$ cat src/rtl/mmc1_write_decoder_if.sv
// CPU cartridge-bus write port and MMC1 register outputs, grouped for mmc1_write_decoder.
// The CPU/bench side uses the master modport and the decoder uses the slave modport.
interface mmc1_write_decoder_if;
  logic [14:0] cpu_addr;
  logic [7:0]  cpu_data_in;
  logic        cpu_rw;
  logic        cpu_rom_sel_n;
  logic        cpu_m2;
  logic [4:0]  ctrl;
  logic [4:0]  chr0;
  logic [4:0]  chr1;
  logic [4:0]  prg;
  logic [1:0]  mirroring;
  logic [3:0]  prg_bank;
  logic        reg_wr_stb;

  modport master (
    output cpu_addr, cpu_data_in, cpu_rw, cpu_rom_sel_n, cpu_m2,
    input  ctrl, chr0, chr1, prg, mirroring, prg_bank, reg_wr_stb
  );

  modport slave (
    input  cpu_addr, cpu_data_in, cpu_rw, cpu_rom_sel_n, cpu_m2,
    output ctrl, chr0, chr1, prg, mirroring, prg_bank, reg_wr_stb
  );
endinterface

$ cat src/rtl/mmc1_write_decoder.sv
// MMC1 serial-load register file fed by 6502 writes to $8000-$FFFF, plus PRG bank select.
// Optional feature: define MMC1_CONSEC_IGNORE_EN to drop serial writes on back-to-back ROM write cycles.
module mmc1_write_decoder #(
  parameter int SYNC_STAGES = 2
) (
  input logic                 clk,
  input logic                 rst_n,
  mmc1_write_decoder_if.slave bus
);

  logic [SYNC_STAGES-1:0] r_m2Sync;
  logic [SYNC_STAGES-1:0] r_rwSync;
  logic [SYNC_STAGES-1:0] r_romSync;
  logic                   r_m2Prev;

  logic [1:0] r_latA;
  logic       r_latD7;
  logic       r_latD0;
  logic       r_latRw;
  logic       r_latRom;

  logic [4:0] r_shift;
  logic [4:0] r_ctrl;
  logic [4:0] r_chr0;
  logic [4:0] r_chr1;
  logic [4:0] r_prg;
  logic       r_regWrStb;
  logic [3:0] r_prgBank;

  logic       w_m2;
  logic       w_rw;
  logic       w_rom;
  logic       w_m2Fall;
  logic       w_isWrite;
  logic       w_ignore;
  logic [4:0] w_value;

  assign w_m2      = r_m2Sync[SYNC_STAGES-1];
  assign w_rw      = r_rwSync[SYNC_STAGES-1];
  assign w_rom     = r_romSync[SYNC_STAGES-1];
  assign w_m2Fall  = r_m2Prev & ~w_m2;
  assign w_isWrite = ~r_latRw & ~r_latRom;
  assign w_value   = {r_latD0, r_shift[4:1]};

  // Idle values (m2 low, read, ROM deselected) keep reset from looking like a bus cycle.
  always_ff @(posedge clk or negedge rst_n) begin
    if (!rst_n) begin
      r_m2Sync  <= '0;
      r_rwSync  <= '1;
      r_romSync <= '1;
      r_m2Prev  <= 1'b0;
    end else begin
      r_m2Sync  <= {r_m2Sync[SYNC_STAGES-2:0], bus.cpu_m2};
      r_rwSync  <= {r_rwSync[SYNC_STAGES-2:0], bus.cpu_rw};
      r_romSync <= {r_romSync[SYNC_STAGES-2:0], bus.cpu_rom_sel_n};
      r_m2Prev  <= w_m2;
    end
  end

  always_ff @(posedge clk or negedge rst_n) begin
    if (!rst_n) begin
      r_latA   <= 2'b00;
      r_latD7  <= 1'b0;
      r_latD0  <= 1'b0;
      r_latRw  <= 1'b1;
      r_latRom <= 1'b1;
    end else if (w_m2) begin
      r_latA   <= bus.cpu_addr[14:13];
      r_latD7  <= bus.cpu_data_in[7];
      r_latD0  <= bus.cpu_data_in[0];
      r_latRw  <= w_rw;
      r_latRom <= w_rom;
    end
  end

`ifdef MMC1_CONSEC_IGNORE_EN
  logic r_lastRomWr;

  // Any M2 cycle that is not a ROM write breaks the back-to-back chain.
  always_ff @(posedge clk or negedge rst_n) begin
    if (!rst_n) begin
      r_lastRomWr <= 1'b0;
    end else if (w_m2Fall) begin
      r_lastRomWr <= w_isWrite;
    end
  end

  assign w_ignore = r_lastRomWr;
`else
  assign w_ignore = 1'b0;
`endif

  // The marker bit reaching shift[0] means the current write supplies the fifth bit.
  always_ff @(posedge clk or negedge rst_n) begin
    if (!rst_n) begin
      r_shift    <= 5'b10000;
      r_ctrl     <= 5'h0C;
      r_chr0     <= 5'h00;
      r_chr1     <= 5'h00;
      r_prg      <= 5'h00;
      r_regWrStb <= 1'b0;
    end else begin
      r_regWrStb <= 1'b0;
      if (w_m2Fall && w_isWrite) begin
        if (r_latD7) begin
          r_shift <= 5'b10000;
          r_ctrl  <= r_ctrl | 5'h0C;
        end else if (!w_ignore) begin
          if (!r_shift[0]) begin
            r_shift <= w_value;
          end else begin
            r_shift    <= 5'b10000;
            r_regWrStb <= 1'b1;
            case (r_latA)
              2'b00:   r_ctrl <= w_value;
              2'b01:   r_chr0 <= w_value;
              2'b10:   r_chr1 <= w_value;
              default: r_prg  <= w_value;
            endcase
          end
        end
      end
    end
  end

  always_ff @(posedge clk or negedge rst_n) begin
    if (!rst_n) begin
      r_prgBank <= 4'h0;
    end else begin
      case (r_ctrl[3:2])
        2'b10:   r_prgBank <= bus.cpu_addr[14] ? r_prg[3:0] : 4'h0;
        2'b11:   r_prgBank <= bus.cpu_addr[14] ? 4'hF : r_prg[3:0];
        default: r_prgBank <= {r_prg[3:1], bus.cpu_addr[14]};
      endcase
    end
  end

  assign bus.ctrl       = r_ctrl;
  assign bus.chr0       = r_chr0;
  assign bus.chr1       = r_chr1;
  assign bus.prg        = r_prg;
  assign bus.mirroring  = r_ctrl[1:0];
  assign bus.prg_bank   = r_prgBank;
  assign bus.reg_wr_stb = r_regWrStb;

endmodule
$ cat src/flat_wrapper.sv
// flat-port wrapper written by rule: the top's interface ports become plain ports
module mmc1_write_decoder_flat 
#(
  parameter int SYNC_STAGES = 2
)
  (clk, rst_n, bus_cpu_addr, bus_cpu_data_in, bus_cpu_rw, bus_cpu_rom_sel_n, bus_cpu_m2, bus_ctrl, bus_chr0, bus_chr1, bus_prg, bus_mirroring, bus_prg_bank, bus_reg_wr_stb);
  mmc1_write_decoder_if bus_i ();
  input logic clk;
  input logic rst_n;
  input wire logic [$bits(bus_i.cpu_addr)-1:0] bus_cpu_addr;
  input wire logic [$bits(bus_i.cpu_data_in)-1:0] bus_cpu_data_in;
  input wire logic [$bits(bus_i.cpu_rw)-1:0] bus_cpu_rw;
  input wire logic [$bits(bus_i.cpu_rom_sel_n)-1:0] bus_cpu_rom_sel_n;
  input wire logic [$bits(bus_i.cpu_m2)-1:0] bus_cpu_m2;
  output wire logic [$bits(bus_i.ctrl)-1:0] bus_ctrl;
  output wire logic [$bits(bus_i.chr0)-1:0] bus_chr0;
  output wire logic [$bits(bus_i.chr1)-1:0] bus_chr1;
  output wire logic [$bits(bus_i.prg)-1:0] bus_prg;
  output wire logic [$bits(bus_i.mirroring)-1:0] bus_mirroring;
  output wire logic [$bits(bus_i.prg_bank)-1:0] bus_prg_bank;
  output wire logic [$bits(bus_i.reg_wr_stb)-1:0] bus_reg_wr_stb;
  assign bus_i.cpu_addr = bus_cpu_addr;
  assign bus_i.cpu_data_in = bus_cpu_data_in;
  assign bus_i.cpu_rw = bus_cpu_rw;
  assign bus_i.cpu_rom_sel_n = bus_cpu_rom_sel_n;
  assign bus_i.cpu_m2 = bus_cpu_m2;
  assign bus_ctrl = bus_i.ctrl;
  assign bus_chr0 = bus_i.chr0;
  assign bus_chr1 = bus_i.chr1;
  assign bus_prg = bus_i.prg;
  assign bus_mirroring = bus_i.mirroring;
  assign bus_prg_bank = bus_i.prg_bank;
  assign bus_reg_wr_stb = bus_i.reg_wr_stb;
  mmc1_write_decoder #(.SYNC_STAGES(SYNC_STAGES)) u_core (.clk(clk), .rst_n(rst_n), .bus(bus_i));
endmodule
$ cat config.mk
export PLATFORM = sky130hd
export DESIGN_NAME = mmc1_write_decoder_flat
export DESIGN_NICKNAME = d
export VERILOG_FILES = /design/src/rtl/mmc1_write_decoder_if.sv /design/src/rtl/mmc1_write_decoder.sv /design/src/flat_wrapper.sv
export SDC_FILE = /design/constraint.sdc
export NUM_CORES = 1
export LEC_CHECK = 0
export CAP_MARGIN = 10
export CORE_ASPECT_RATIO = 0.7
export CORE_UTILIZATION = 40
export DETAILED_ROUTE_END_ITERATION = 16
export PLACE_DENSITY = 0.74
export SLEW_MARGIN = 5
export SYNTH_ARGS = -nofsm -noshare
export SYNTH_HDL_FRONTEND = slang
export SYNTH_SLANG_ARGS = --single-unit
$ cat constraint.sdc
create_clock -name clk -period 1.7 [get_ports clk]
set_input_delay 0.17 -clock clk [delete_from_list [all_inputs] [get_ports clk]]
set_output_delay 0.17 -clock clk [all_outputs]
set_load 0.005 [all_outputs]
Word level (Yosys, flattened, before mapping). Index checks and enable logic that the tools add are counted.

Output and inout port bits: 27. Bits in registers: 43.

Bitwise operators: 7. Reductions and logical operators: 10. Equal/unequal tests: 4. Muxes and demuxes: 11.

Operators with widths (count): 4-bit two-way mux (5); 4-bit AND reduction (4); 5-bit two-way mux (2); 4-bit one-hot mux with 2 select lines (1); 2-bit equality test (second input constant) (3); 1-bit NOT (5); 2-bit nonzero test (2); 1-bit two-way mux (3); 3-bit AND reduction (1); 3-bit OR reduction (1); 1-bit AND (2); 2-bit by 1-bit equality test with 1-bit output (second input constant) (1); 2-bit logical NOT (1); 1-bit logical AND (1).

Logic depth before layout (Yosys ltp).
Depth in word-level cells: 4. Gate-level depth with buffers: 5.

Worst setup path after synthesis. No wires, ideal clock.

Path kind: reg-to-reg. From: register u_core.r_m2Sync[1]. To: register u_core.r_chr1[0] (netlist: u_core.bus.chr1[0]). Path buffers: 1. Period minus slack after synthesis: 1670 ps. Arrival time: 1545 ps. Slack: 30 ps. Data required time: 1575 ps. Cell stages (with the launch flop): 5. Path through: dfrtp_1 -> buf_6 -> nor4b_4 -> nand4b_1 -> mux2_2.

Word-level cells in the longest chain between the ends: 4.

RTL lines: start, declared (RTL line mmc1_write_decoder.sv:11) `logic [SYNC_STAGES-1:0] r_m2Sync;`; start signal, assigned (RTL line mmc1_write_decoder.sv:53) `r_m2Sync <= {r_m2Sync[SYNC_STAGES-2:0], bus.cpu_m2};`; 1-bit NOT (RTL line mmc1_write_decoder.sv:41) `assign w_m2Fall = r_m2Prev & ~w_m2;`; 1-bit AND (RTL line mmc1_write_decoder.sv:41); 1-bit logical AND (RTL line mmc1_write_decoder.sv:104) `if (w_m2Fall && w_isWrite) begin`; 4-bit AND reduction (no source line); end signal, assigned (RTL line mmc1_write_decoder.sv:117) `2'b10: r_chr1 <= w_value;`; end, declared (RTL line mmc1_write_decoder.sv:25) `logic [4:0] r_chr1;`.

Every way passes these cells. A chain may end at the register's enable or synchronous reset.

Final worst setup path.
From: register u_core.r_m2Sync[1]. To: register u_core.r_chr1[2] (netlist: u_core.bus.chr1[2]).

The elaborated chain is that of the path after synthesis.

==> impl_metrics.py <==
metrics = {
    "worst_setup_path": {
        "start_kind": "flop",
        "path_max_fanout": 6,
        "cp-endpoint": "u_core.bus.chr1[2]",
        "critPathArrivalTime_ps": 1790,
        "r2r-end": "u_core.bus.chr1[2]",
        "startpoint": "u_core.r_m2Sync[1]",
        "r2r_cells": 4,
        "crit_type": "flop to flop",
        "cp.required_ps": 1890,
        "crit_path_end_kind": "flop",
        "reg2reg_from": "u_core.r_m2Sync[1]",
        "reg2reg_slack_ps": 90,
    },
    "drt": {
        "avgViaCountPerCell": 5.20,
        "wl_per_cell_um": 15.7,
        "via_count": 1117,
        "postRouteAntennaNets": 0,
        "firstDrtPassIters": 4,
        "drtIter0Drc": 69,
        "drt-total-wl_um": 3380,
        "post-route-drc-count": 0,
    },
    "cts": {
        "cts_made_buffers": 5,
        "htreeDepth": 2,
        "path_clk_slew_ps": 80,
        "clock_tree.buffer_depth": 2,
        "clock_latency_ps": 300,
        "cts_tree": "done",
        "cts_root_buffer": "clkbuf_8",
        "clock-sinks": 43,
        "cts.repair.resized": 0,
    },
    "logic_synthesis": {
        "yosysSeqAreaShare": 0.666,
        "synth_cell_types": 23,
        "syn_area_per_cell_um2": 14.2,
        "syn_nets": 143,
        "ys_seq_elements": 43,
        "netlist_area_mm2": 0.00163,
        "synthCells": 115,
        "yosysWarnings": 0,
    },
    "cells_and_area": {
        "fillers": 341,
        "finalNetCount": 190,
        "fin_util": 0.561,
        "drive_gt1_frac": 0.313,
        "final_cell_area_mm2": 0.00220,
        "seqCellArea_mm2": 0.00109,
        "multi_input_area_um2": 512,
        "diodes": 0,
        "syn_to_final_growth_pct": 34.7,
        "most-common-layout-cells": "clkdlybuf4s50_1 (34), dfrtp_1 (34), mux2_2 (23), nand2_1 (9), dfstp_2 (9)",
    },
    "die": {
        "initial_utilization": 0.416,
        "die_w_um": 78.4,
        "ios": 55,
        "core-area_mm2": 0.00392,
        "die_area_mm2": 0.00435,
        "die_y_um": 55.5,
        "row_count": 19,
    },
    "min_path": {
        "hold_path_class": "input port to flop",
    },
    "placed_design": {
        "numPortBuffers": 35,
        "placed_area_mm2": 0.00208,
        "dp.final_hpwl_um": 2400,
        "place_congestion": 0.798,
        "place_ws_ps": -1.23,
    },
    "sta": {
        "setup_viol": 0,
        "min_period_ps": 1610,
        "hold_viol": 0,
        "fin_skew_ps": 6.88,
        "drv_slew": 0,
        "worst_pin_slew_ps": 492,
        "finalCritPeriodShare": 0.946,
        "layout_setup_ws_ps": 91.6,
        "rsz0062_at_grt": "false",
        "max_slew_margin": 0.672,
        "fmax_mhz": 622,
    },
    "power": {
        "switching_share": 0.243,
        "switchingPower_uw": 524,
        "finalPower_mw": 2.15,
        "p_leak_nw": 0.995,
        "clock_power_share": 0.326,
        "ir_drop_mv": 0.413,
        "pwr-share-comb": 0.106,
        "p_per_area_mw_per_mm2": 979,
        "seq_power_share": 0.568,
        "p_int_mw": 1.63,
    },
    "grt": {
        "grt_pass1_vias": 1176,
        "grt_max_degree": 24,
        "grtUsageTotal": 0.185,
        "grt_pass1_wl_um": 5820,
        "antenna_found_initial": 0,
        "grt_overflow": 0,
    },
    "outcome": {
        "status": "finished clean",
    },
    "job": {
        "cap_viol_max_count": 0,
    },
}
-- cell usage after synthesis --
| master | number | area, µm² |
|---|---|---|
| nor2b_1 | 1 | 6.26 |
| mux2_2 | 23 | 259 |
| nand2_1 | 9 | 33.8 |
| o21ai_0 | 3 | 15.0 |
| o22a_1 | 2 | 17.5 |
| nor2_1 | 5 | 18.8 |
| o21a_1 | 1 | 7.51 |
| clkbuf_1 | 1 | 3.75 |
| nand2b_1 | 2 | 12.5 |
| dfrtp_1 | 34 | 851 |
| a21oi_1 | 8 | 40.0 |
| buf_6 | 1 | 11.3 |
| nand3_1 | 5 | 25.0 |
| and2_1 | 1 | 6.26 |
| nor4b_4 | 1 | 23.8 |
| nor3_1 | 1 | 5.00 |
| inv_1 | 1 | 3.75 |
| or4b_2 | 1 | 10.0 |
| dfstp_2 | 9 | 236 |
| nand4_1 | 1 | 6.26 |
| nor3b_1 | 1 | 7.51 |
| buf_4 | 2 | 15.0 |
| nand4b_1 | 2 | 17.5 |
-- timing repair --
action                                 4_1_cts  5_1_grt
setup endpoints to repair                    5        0
hold buffers                                 1        0
endpoints found under the hold margin       13        0
buffers inserted                             1        0
-- cell type report --
| type | instances | share of cell area |
|---|---|---|
| Clock buffer | 7 | 0.0438 |
| Multi-Input combinational cell | 67 | 0.233 |
| Tap cell | 52 | 0.0296 |
| Sequential cell | 43 | 0.494 |
| Clock inverter | 1 | 0.00341 |
| Inverter | 1 | 0.00171 |
| Timing Repair Buffer | 44 | 0.195 |
-- critical path: stages, from the launching register on --
cell      delay [ps]
dfrtp_1          440
nor4b_4          440
nand4b_1         160
buf_4            200
mux2_2           280
-- worst min-delay path by stage --
stage,startpoint,to,slack [ps],cells after the start
2_1_floorplan,rst_n,u_core.bus.chr0[0],-130,0
3_3_place_gp,rst_n,u_core.r_latA[1],150,1
3_5_place_dp,rst_n,u_core.bus.prg_bank[3],170,1
4_1_cts,bus_cpu_rw,u_core.r_rwSync[0],280,1
5_1_grt,bus_cpu_rw,u_core.r_rwSync[0],270,1
6_report,bus_cpu_rw,u_core.r_rwSync[0],290,1
-- stage by stage --
stage	hold WS, ps	TNS, ps	cells
floorplan	-126	0	115
global placement	147	0	205
detailed placement	166	-1.23	205
CTS	277	0	215
global route	272	0	215
finish	287	0	215
-- routing by layer --
metal | vias to the layer above | GRT usage | part of all wire
li1 | 494 | - | -
met1 | 569 | 0.225 | 0.44
met2 | 48 | 0.286 | 0.47
met3 | 6 | 0.0628 | 0.069
met4 | 0 | 0.108 | 0.020
met5 | - | 0 | 0
-- sequential cells by signal (all words and copies together) (netlist names), 2 cells and up --
register and cells:
u_core.r_latA 2, u_core.bus.prg 5, u_core.r_rwSync 2, u_core.r_m2Sync 2, u_core.r_romSync 2, u_core.bus.chr0 5, u_core.bus.chr1 5, u_core.bus.prg_bank 4
u_core.r_shift 5, u_core.bus.ctrl 5
-- kinds of logic (layout without fill, tap and decap cells) --
family | count (synthesis) | count (layout) | share of synthesized area
simple gates | 30 | 30 | 0.106
flops | 43 | 43 | 0.666
compound gates | 14 | 14 | 0.0490
buf+inv | 5 | 53 | 0.0207
mux | 23 | 23 | 0.159
-- power groups by stage --
| stage | Sequential, mW | Clock, mW | Combinational [mW] |
|---|---|---|---|
| 2_1_floorplan | 1.21 | 0 | 0.0960 |
| 3_3_place_gp | 1.23 | 0 | 0.217 |
| 3_5_place_dp | 1.24 | 0 | 0.230 |
| 4_1_cts | 1.22 | 0.729 | 0.232 |
| 5_1_grt | 1.24 | 0.768 | 0.255 |
| 6_report | 1.22 | 0.702 | 0.227 |
Power figures use the tool's default switching activity.
